### config.mk
export PLATFORM = sky130hd
export DESIGN_NAME = uart_tx_scheduler_flat
export DESIGN_NICKNAME = d
export VERILOG_FILES = /design/src/rtl/uart_pkg.sv /design/src/rtl/uart_tx_scheduler_if.sv /design/src/rtl/uart_rr_arbiter.sv /design/src/rtl/uart_tx_scheduler.sv /design/src/flat_wrapper.sv
export SDC_FILE = /design/constraint.sdc
export NUM_CORES = 1
export LEC_CHECK = 0
export ABC_CLOCK_PERIOD_IN_PS = 3800
export CAP_MARGIN = 30
export CORE_MARGIN = 3
export CORE_UTILIZATION = 44
export DETAILED_ROUTE_END_ITERATION = 7
export PLACE_DENSITY = 0.81
export RECOVER_POWER = 100
export SYNTH_ARGS = -nofsm -noshare
export SYNTH_HDL_FRONTEND = slang
export SYNTH_HIERARCHICAL = 1
export SYNTH_SLANG_ARGS = --single-unit
### constraint.sdc
create_clock -name Clk_In -period 3.8 [get_ports Clk_In]
set_input_delay 0.76 -clock Clk_In [delete_from_list [all_inputs] [get_ports Clk_In]]
set_output_delay 0.76 -clock Clk_In [all_outputs]
set_load 0.005 [all_outputs]
### src/rtl/uart_pkg.sv
// Shared constants and state type for the UART transmit scheduler.
package uart_pkg;

  localparam int UART_NUM_REQ = 4;
  localparam int UART_DATA_W  = 9;

  typedef enum logic [1:0] {
    IDLE      = 2'd0,
    START     = 2'd1,
    WAIT_DONE = 2'd2
  } uart_state_e;

endpackage

### src/rtl/uart_tx_scheduler_if.sv
// Requester handshake and UART device signals of the transmit scheduler.
interface uart_tx_scheduler_if;
  import uart_pkg::*;

  logic [UART_NUM_REQ-1:0]             Req_Valid_In;
  logic [UART_NUM_REQ*UART_DATA_W-1:0] Req_Data_In;
  logic [UART_NUM_REQ-1:0]             Req_Ready_Out;
  logic                                Start_Signal_Out;
  logic [UART_DATA_W-1:0]              Data_Out;
  logic                                Tx_Done_In;
  logic [1:0]                          Grant_Id_Out;
  logic                                Busy_Out;
  logic                                Timeout_Out;

  modport master (
    output Req_Valid_In, Req_Data_In, Tx_Done_In,
    input  Req_Ready_Out, Start_Signal_Out, Data_Out, Grant_Id_Out, Busy_Out, Timeout_Out
  );

  modport slave (
    input  Req_Valid_In, Req_Data_In, Tx_Done_In,
    output Req_Ready_Out, Start_Signal_Out, Data_Out, Grant_Id_Out, Busy_Out, Timeout_Out
  );

endinterface

### src/rtl/uart_rr_arbiter.sv
// Combinational round-robin arbiter: scans upward from ptr+1 (mod 4) for the
// first active request and returns a one-hot grant plus its index.
module uart_rr_arbiter
  import uart_pkg::*;
(
  input  logic [UART_NUM_REQ-1:0] req,
  input  logic [1:0]              ptr,
  output logic [UART_NUM_REQ-1:0] grant,
  output logic [1:0]              grant_idx,
  output logic                    found
);

  logic [1:0] cand;
  logic       hit;

  // Each candidate is visited exactly once, so grant[cand] is written once per scan.
  always_comb begin
    grant     = '0;
    grant_idx = 2'd0;
    found     = 1'b0;
    cand      = ptr;
    hit       = 1'b0;
    for (int k = 1; k <= UART_NUM_REQ; k++) begin
      cand        = ptr + 2'(k);
      hit         = ~found & req[cand];
      grant[cand] = hit;
      grant_idx   = hit ? cand : grant_idx;
      found       = found | hit;
    end
  end

endmodule

### src/rtl/uart_tx_scheduler.sv
// Round-robin scheduler sharing one UART transmit path among four requesters.
// Defining UART_TX_SCHED_TIMEOUT_EN adds a watchdog on the wait-for-done phase.
module uart_tx_scheduler
  import uart_pkg::*;
#(
  parameter int NUM_REQ        = UART_NUM_REQ,
  parameter int DATA_W         = UART_DATA_W,
  parameter int TIMEOUT_CYCLES = 2_000_000
) (
  input logic                Clk_In,
  input logic                Reset_In,
  uart_tx_scheduler_if.slave bus
);

  uart_state_e        state;
  uart_state_e        state_next;
  logic [1:0]         ptr;
  logic [NUM_REQ-1:0] grant;
  logic [1:0]         grant_idx;
  logic               found;
  logic [DATA_W-1:0]  data_q;
  logic [1:0]         gid_q;
  logic               start_q;
  logic               busy_q;
  logic               timeout_q;
  logic               expire;

  uart_rr_arbiter u_arb (
    .req       (bus.Req_Valid_In),
    .ptr       (ptr),
    .grant     (grant),
    .grant_idx (grant_idx),
    .found     (found)
  );

`ifdef UART_TX_SCHED_TIMEOUT_EN
  localparam int              CNT_W    = $clog2(TIMEOUT_CYCLES);
  localparam logic [CNT_W-1:0] CNT_LAST = CNT_W'(TIMEOUT_CYCLES - 1);

  logic [CNT_W-1:0] wd_cnt;

  // Watchdog counts cycles spent in WAIT_DONE; cleared while START is on its way in.
  always_ff @(posedge Clk_In or posedge Reset_In) begin
    if (Reset_In) begin
      wd_cnt <= '0;
    end else if (state == START) begin
      wd_cnt <= '0;
    end else if (state == WAIT_DONE) begin
      wd_cnt <= wd_cnt + CNT_W'(1);
    end else begin
      wd_cnt <= wd_cnt;
    end
  end

  // A done pulse in the expiry cycle wins over the timeout.
  assign expire = (state == WAIT_DONE) && (wd_cnt == CNT_LAST) && !bus.Tx_Done_In;
`else
  assign expire = 1'b0;
`endif

  // State register.
  always_ff @(posedge Clk_In or posedge Reset_In) begin
    if (Reset_In) begin
      state <= IDLE;
    end else begin
      state <= state_next;
    end
  end

  // Next-state logic; done is only honoured in WAIT_DONE.
  always_comb begin
    state_next = state;
    case (state)
      IDLE:      state_next = found ? START : IDLE;
      START:     state_next = WAIT_DONE;
      WAIT_DONE: state_next = (bus.Tx_Done_In || expire) ? IDLE : WAIT_DONE;
      default:   state_next = IDLE;
    endcase
  end

  // Frame latch, pointer and registered status outputs.
  always_ff @(posedge Clk_In or posedge Reset_In) begin
    if (Reset_In) begin
      ptr       <= 2'd3;
      data_q    <= '0;
      gid_q     <= 2'd0;
      start_q   <= 1'b0;
      busy_q    <= 1'b0;
      timeout_q <= 1'b0;
    end else begin
      if (state == IDLE && found) begin
        ptr    <= grant_idx;
        gid_q  <= grant_idx;
        data_q <= bus.Req_Data_In[int'(grant_idx)*DATA_W +: DATA_W];
      end else begin
        ptr    <= ptr;
        gid_q  <= gid_q;
        data_q <= data_q;
      end
      start_q   <= (state_next == START);
      busy_q    <= (state_next != IDLE);
      timeout_q <= expire;
    end
  end

  // Ready is combinational so a requester is accepted in the cycle it is selected.
  assign bus.Req_Ready_Out    = (state == IDLE && !Reset_In) ? grant : '0;
  assign bus.Start_Signal_Out = start_q;
  assign bus.Data_Out         = data_q;
  assign bus.Grant_Id_Out     = gid_q;
  assign bus.Busy_Out         = busy_q;
  assign bus.Timeout_Out      = timeout_q;

endmodule

### src/flat_wrapper.sv
// flat-port wrapper written by rule: the top's interface ports become plain ports
module uart_tx_scheduler_flat import uart_pkg::*;
#(
  parameter int NUM_REQ        = UART_NUM_REQ,
  parameter int DATA_W         = UART_DATA_W,
  parameter int TIMEOUT_CYCLES = 2_000_000
)
  (Clk_In, Reset_In, bus_Req_Valid_In, bus_Req_Data_In, bus_Tx_Done_In, bus_Req_Ready_Out, bus_Start_Signal_Out, bus_Data_Out, bus_Grant_Id_Out, bus_Busy_Out, bus_Timeout_Out);
  uart_tx_scheduler_if bus_i ();
  input logic Clk_In;
  input logic Reset_In;
  input wire logic [$bits(bus_i.Req_Valid_In)-1:0] bus_Req_Valid_In;
  input wire logic [$bits(bus_i.Req_Data_In)-1:0] bus_Req_Data_In;
  input wire logic [$bits(bus_i.Tx_Done_In)-1:0] bus_Tx_Done_In;
  output wire logic [$bits(bus_i.Req_Ready_Out)-1:0] bus_Req_Ready_Out;
  output wire logic [$bits(bus_i.Start_Signal_Out)-1:0] bus_Start_Signal_Out;
  output wire logic [$bits(bus_i.Data_Out)-1:0] bus_Data_Out;
  output wire logic [$bits(bus_i.Grant_Id_Out)-1:0] bus_Grant_Id_Out;
  output wire logic [$bits(bus_i.Busy_Out)-1:0] bus_Busy_Out;
  output wire logic [$bits(bus_i.Timeout_Out)-1:0] bus_Timeout_Out;
  assign bus_i.Req_Valid_In = bus_Req_Valid_In;
  assign bus_i.Req_Data_In = bus_Req_Data_In;
  assign bus_i.Tx_Done_In = bus_Tx_Done_In;
  assign bus_Req_Ready_Out = bus_i.Req_Ready_Out;
  assign bus_Start_Signal_Out = bus_i.Start_Signal_Out;
  assign bus_Data_Out = bus_i.Data_Out;
  assign bus_Grant_Id_Out = bus_i.Grant_Id_Out;
  assign bus_Busy_Out = bus_i.Busy_Out;
  assign bus_Timeout_Out = bus_i.Timeout_Out;
  uart_tx_scheduler #(.NUM_REQ(NUM_REQ), .DATA_W(DATA_W), .TIMEOUT_CYCLES(TIMEOUT_CYCLES)) u_core (.Clk_In(Clk_In), .Reset_In(Reset_In), .bus(bus_i));
endmodule
==> results of run 1 <==
-- worst max-delay path, delay by kind of cell --
kind	cells	cell delay (ps)
simple gates	3	680
compound gates	2	690
buf+inv	2	790
-- per-stage QoR --
| stage | instance area, um2 | instances | total power [mW] |
|---|---|---|---|
| after floorplan | 1545 | 126 | 1.303 |
| after global placement | 2216 | 234 | 1.669 |
| after detailed placement | 2216 | 234 | 1.721 |
| after CTS | 2241 | 238 | 1.819 |
| after global routing | 2206 | 240 | 1.836 |
| final | 2206 | 240 | 1.703 |
-- final cells by class --
| class | count | area (um2) | area share [%] |
|---|---|---|---|
| clock buffer | 3 | 22.52 | 1.021 |
| clock inverter | 1 | 5.005 | 0.2269 |
| inverter | 7 | 26.28 | 1.191 |
| multi-input combinational | 93 | 978.4 | 44.36 |
| sequential | 17 | 427.9 | 19.40 |
| tap | 44 | 55.05 | 2.496 |
| timing repair buffer | 75 | 690.7 | 31.31 |
-- power by group --
| part | switching (mW) | leakage [nW] | total, mW | internal, mW |
|---|---|---|---|---|
| clock | 0.0542 | 0.0177 | 0.0932 | 0.0390 |
| sequential | 0.0558 | 0.196 | 0.341 | 0.286 |
| combinational | 0.548 | 0.697 | 1.27 | 0.721 |
| total | 0.658 | 0.911 | 1.70 | 1.05 |
-- cells in the final DEF (no fill, tap or decap), drive strengths merged, types with 5 or more instances in the layout --
cell / Yosys / layout
a31oi: 5 / 5
clkdlybuf4s50: 0 / 40
dlygate4sd3: 0 / 15
mux2: 14 / 14
buf: 8 / 11
dfrtp: 15 / 15
nor2: 8 / 8
ha: 8 / 8
clkbuf: 1 / 9
inv: 7 / 7
mux4: 11 / 11
-- state kept, by name (all words and copies together) (netlist names) --
| signal | count |
|---|---|
| u_core/bus.Busy_Out | 1 |
| u_core/bus.Grant_Id_Out | 2 |
| u_core/bus.Start_Signal_Out | 1 |
| u_core/bus.Data_Out | 9 |
| u_core/state | 2 |
| u_core/ptr | 2 |
-- worst paths after layout --
kind	start	slack, ps	cells past startpoint	to
max	bus_Req_Valid_In[3]	120	7	bus_Req_Ready_Out[0]
max in group asynchronous	Reset_In	2400	2	u_core/bus.Data_Out[8]
min in group asynchronous	Reset_In	1010	2	u_core/bus.Busy_Out
min	u_core/bus.Data_Out[2]	510	1	u_core/bus.Data_Out[2]
min reg2reg	u_core/bus.Data_Out[2]	510	1	u_core/bus.Data_Out[2]
max reg2reg	u_core/ptr[0]	450	9	u_core/bus.Data_Out[2]
-- metal layers --
metal / vias up / GRT usage, % / share of wire, %
li1: 631 / - / -
met1: 658 / 22.15 / 40
met2: 59 / 33.12 / 53
met3: 4 / 2.564 / 5.2
met4: 0 / 5.959 / 1.2
met5: - / 0 / 0
-- kinds of logic (layout without fill, tap and decap cells) --
| family | after synthesis | count (layout) | synth area share, % |
|---|---|---|---|
| buf+inv | 16 | 86 | 6.882 |
| flops | 17 | 17 | 27.69 |
| other cells | 1 | 1 | 0.2427 |
| fa+ha+maj | 8 | 8 | 6.478 |
| simple gates | 33 | 33 | 14.33 |
| compound gates | 23 | 23 | 14.01 |
| mux | 28 | 28 | 30.37 |
-- what timing repair did --
item                       in CTS  in global routing
setup endpoints to repair       4                  4
setup buffers                   0                  2
resized for setup               2                  4
pin swaps                       1                  0
gates cloned                    0                  0
==> impl_metrics.py, run 1 <==
metrics = {
    "outcome": {
        "status": "finished clean",
    },
    "global_route": {
        "antenna_found_initial": 0,
        "overflow": 0,
        "grt_max_degree": 18,
        "grt_util_all_layers_pct": 18.29,
        "first_global_vias": 1424,
        "grt_pass1_wl_mm": 6.244,
    },
    "clocking": {
        "cts_buffers": 3,
        "cts_sinks": 17,
        "postCtsHoldBufs": 0,
        "cts_buffer_depth": 2,
        "htree_levels": 1,
        "root_buffer": "clkbuf_4",
        "worstSkewPairLatency_ps": 280,
        "cts_tree": "yes",
        "path_clk_slew_ps": 100,
    },
    "route": {
        "drt_wl_total_mm": 3.740,
        "via_count": 1352,
        "antenna_left": 0,
        "drc": 0,
        "drtIter0Drc": 73,
        "wl_per_cell_um": 15.58,
        "via_per_inst": 5.633,
        "first_pass_iters": 4,
    },
    "timing": {
        "skew_ps": 5.077,
        "setup_violations": 0,
        "period_needed_ps": 3678,
        "slew_viol_final": 0,
        "rsz0062_at_grt": "false",
        "finalSetupTns_ps": 0,
        "fin_ws_ps": 122.2,
        "whs_ps": 510.5,
        "fmax_ghz": 0.2719,
        "finalHoldViolations": 0,
        "final.period_utilization_pct": 96.79,
        "slew_headroom_pct": 41.04,
        "worst_slew_pin_slew_ps": 884.4,
    },
    "floorplan": {
        "rows": 20,
        "die-width_um": 65.26,
        "die_h_um": 65.26,
        "design.die.area_mm2": 0.004259,
        "start_util_pct": 48.24,
        "ios": 61,
        "core_mm2": 0.003203,
    },
    "yosys": {
        "ys_seq_elements": 17,
        "yosysSeqAreaShare_pct": 27.69,
        "synth_top_cell_by_area": "dfrtp_1",
        "ys_top_cells_by_area": "dfrtp_1 (24%), mux4_2 (15%), mux2_4 (7.8%)",
        "synth-edff-count": 0,
        "synth_top_cell_area_share_pct": 24.29,
        "synth.distinct_cells": 44,
        "synthFlopType": "dfrtp_1",
        "synth_commonest_cells": "dfrtp_1 (15), mux4_2 (10), ha_1 (8), mux2_4 (8), nor2_1 (8)",
        "synth.most_common_cell": "dfrtp_1",
        "synthesis.nets": 177,
        "syn_area_per_cell_um2": 12.26,
        "postSynthCellCount": 126,
        "ys_warn_count": 6,
        "async_flop_share_pct": 100.0,
        "syn_area_mm2": 0.001545,
    },
    "setup_path": {
        "crit_chain": "dlygate4sd2_1, or3b_4, a2111oi_4, nor3_2, a221oi_1, and2_0, clkdlybuf4s50_1",
        "startpoint_type": "input pin",
        "critical_path_class": "in2out",
        "cp.required_ps": 3040,
        "crit_slowest_cell": "clkdlybuf4s50_1",
        "cp-end-kind": "output pin",
        "path_max_fanout": 6,
        "crit_arrival_ps": 2920,
        "slowest_delay_ps": 500,
    },
    "layout": {
        "final_layout_size_suffix_gt1_share_pct": 22.96,
        "area_growth_pct": 42.75,
        "fillerInstances": 277,
        "final_nets": 248,
        "utilization_pct": 68.87,
        "diodes": 0,
    },
    "place": {
        "gp_congestion": 0.9369,
        "numPortBuffers": 59,
        "dp_hpwl_mm": 3.036,
        "place_ws_ps": -162.0,
    },
    "power_and_ir_drop": {
        "power_leakage_nw": 0.9110,
        "irDropWorstVdd_mv": 0.4177,
        "power_density_mw_per_mm2": 772.2,
    },
    "worst_hold_path": {
        "hold_path.class": "reg2reg",
    },
    "job": {
        "max_cap_violations": 0,
    },
}
Note: power is estimated with default switching activity, not from simulation.
==> run 2: changes to the inputs <==
--- a/config.mk
+++ b/config.mk
@@ -16,3 +16,4 @@
 export SYNTH_HDL_FRONTEND = slang
 export SYNTH_HIERARCHICAL = 1
 export SYNTH_SLANG_ARGS = --single-unit
+export TNS_END_PERCENT = 100
==> results of run 2 <==
The final DEF is identical to that of run 1; final timing and power are the same.
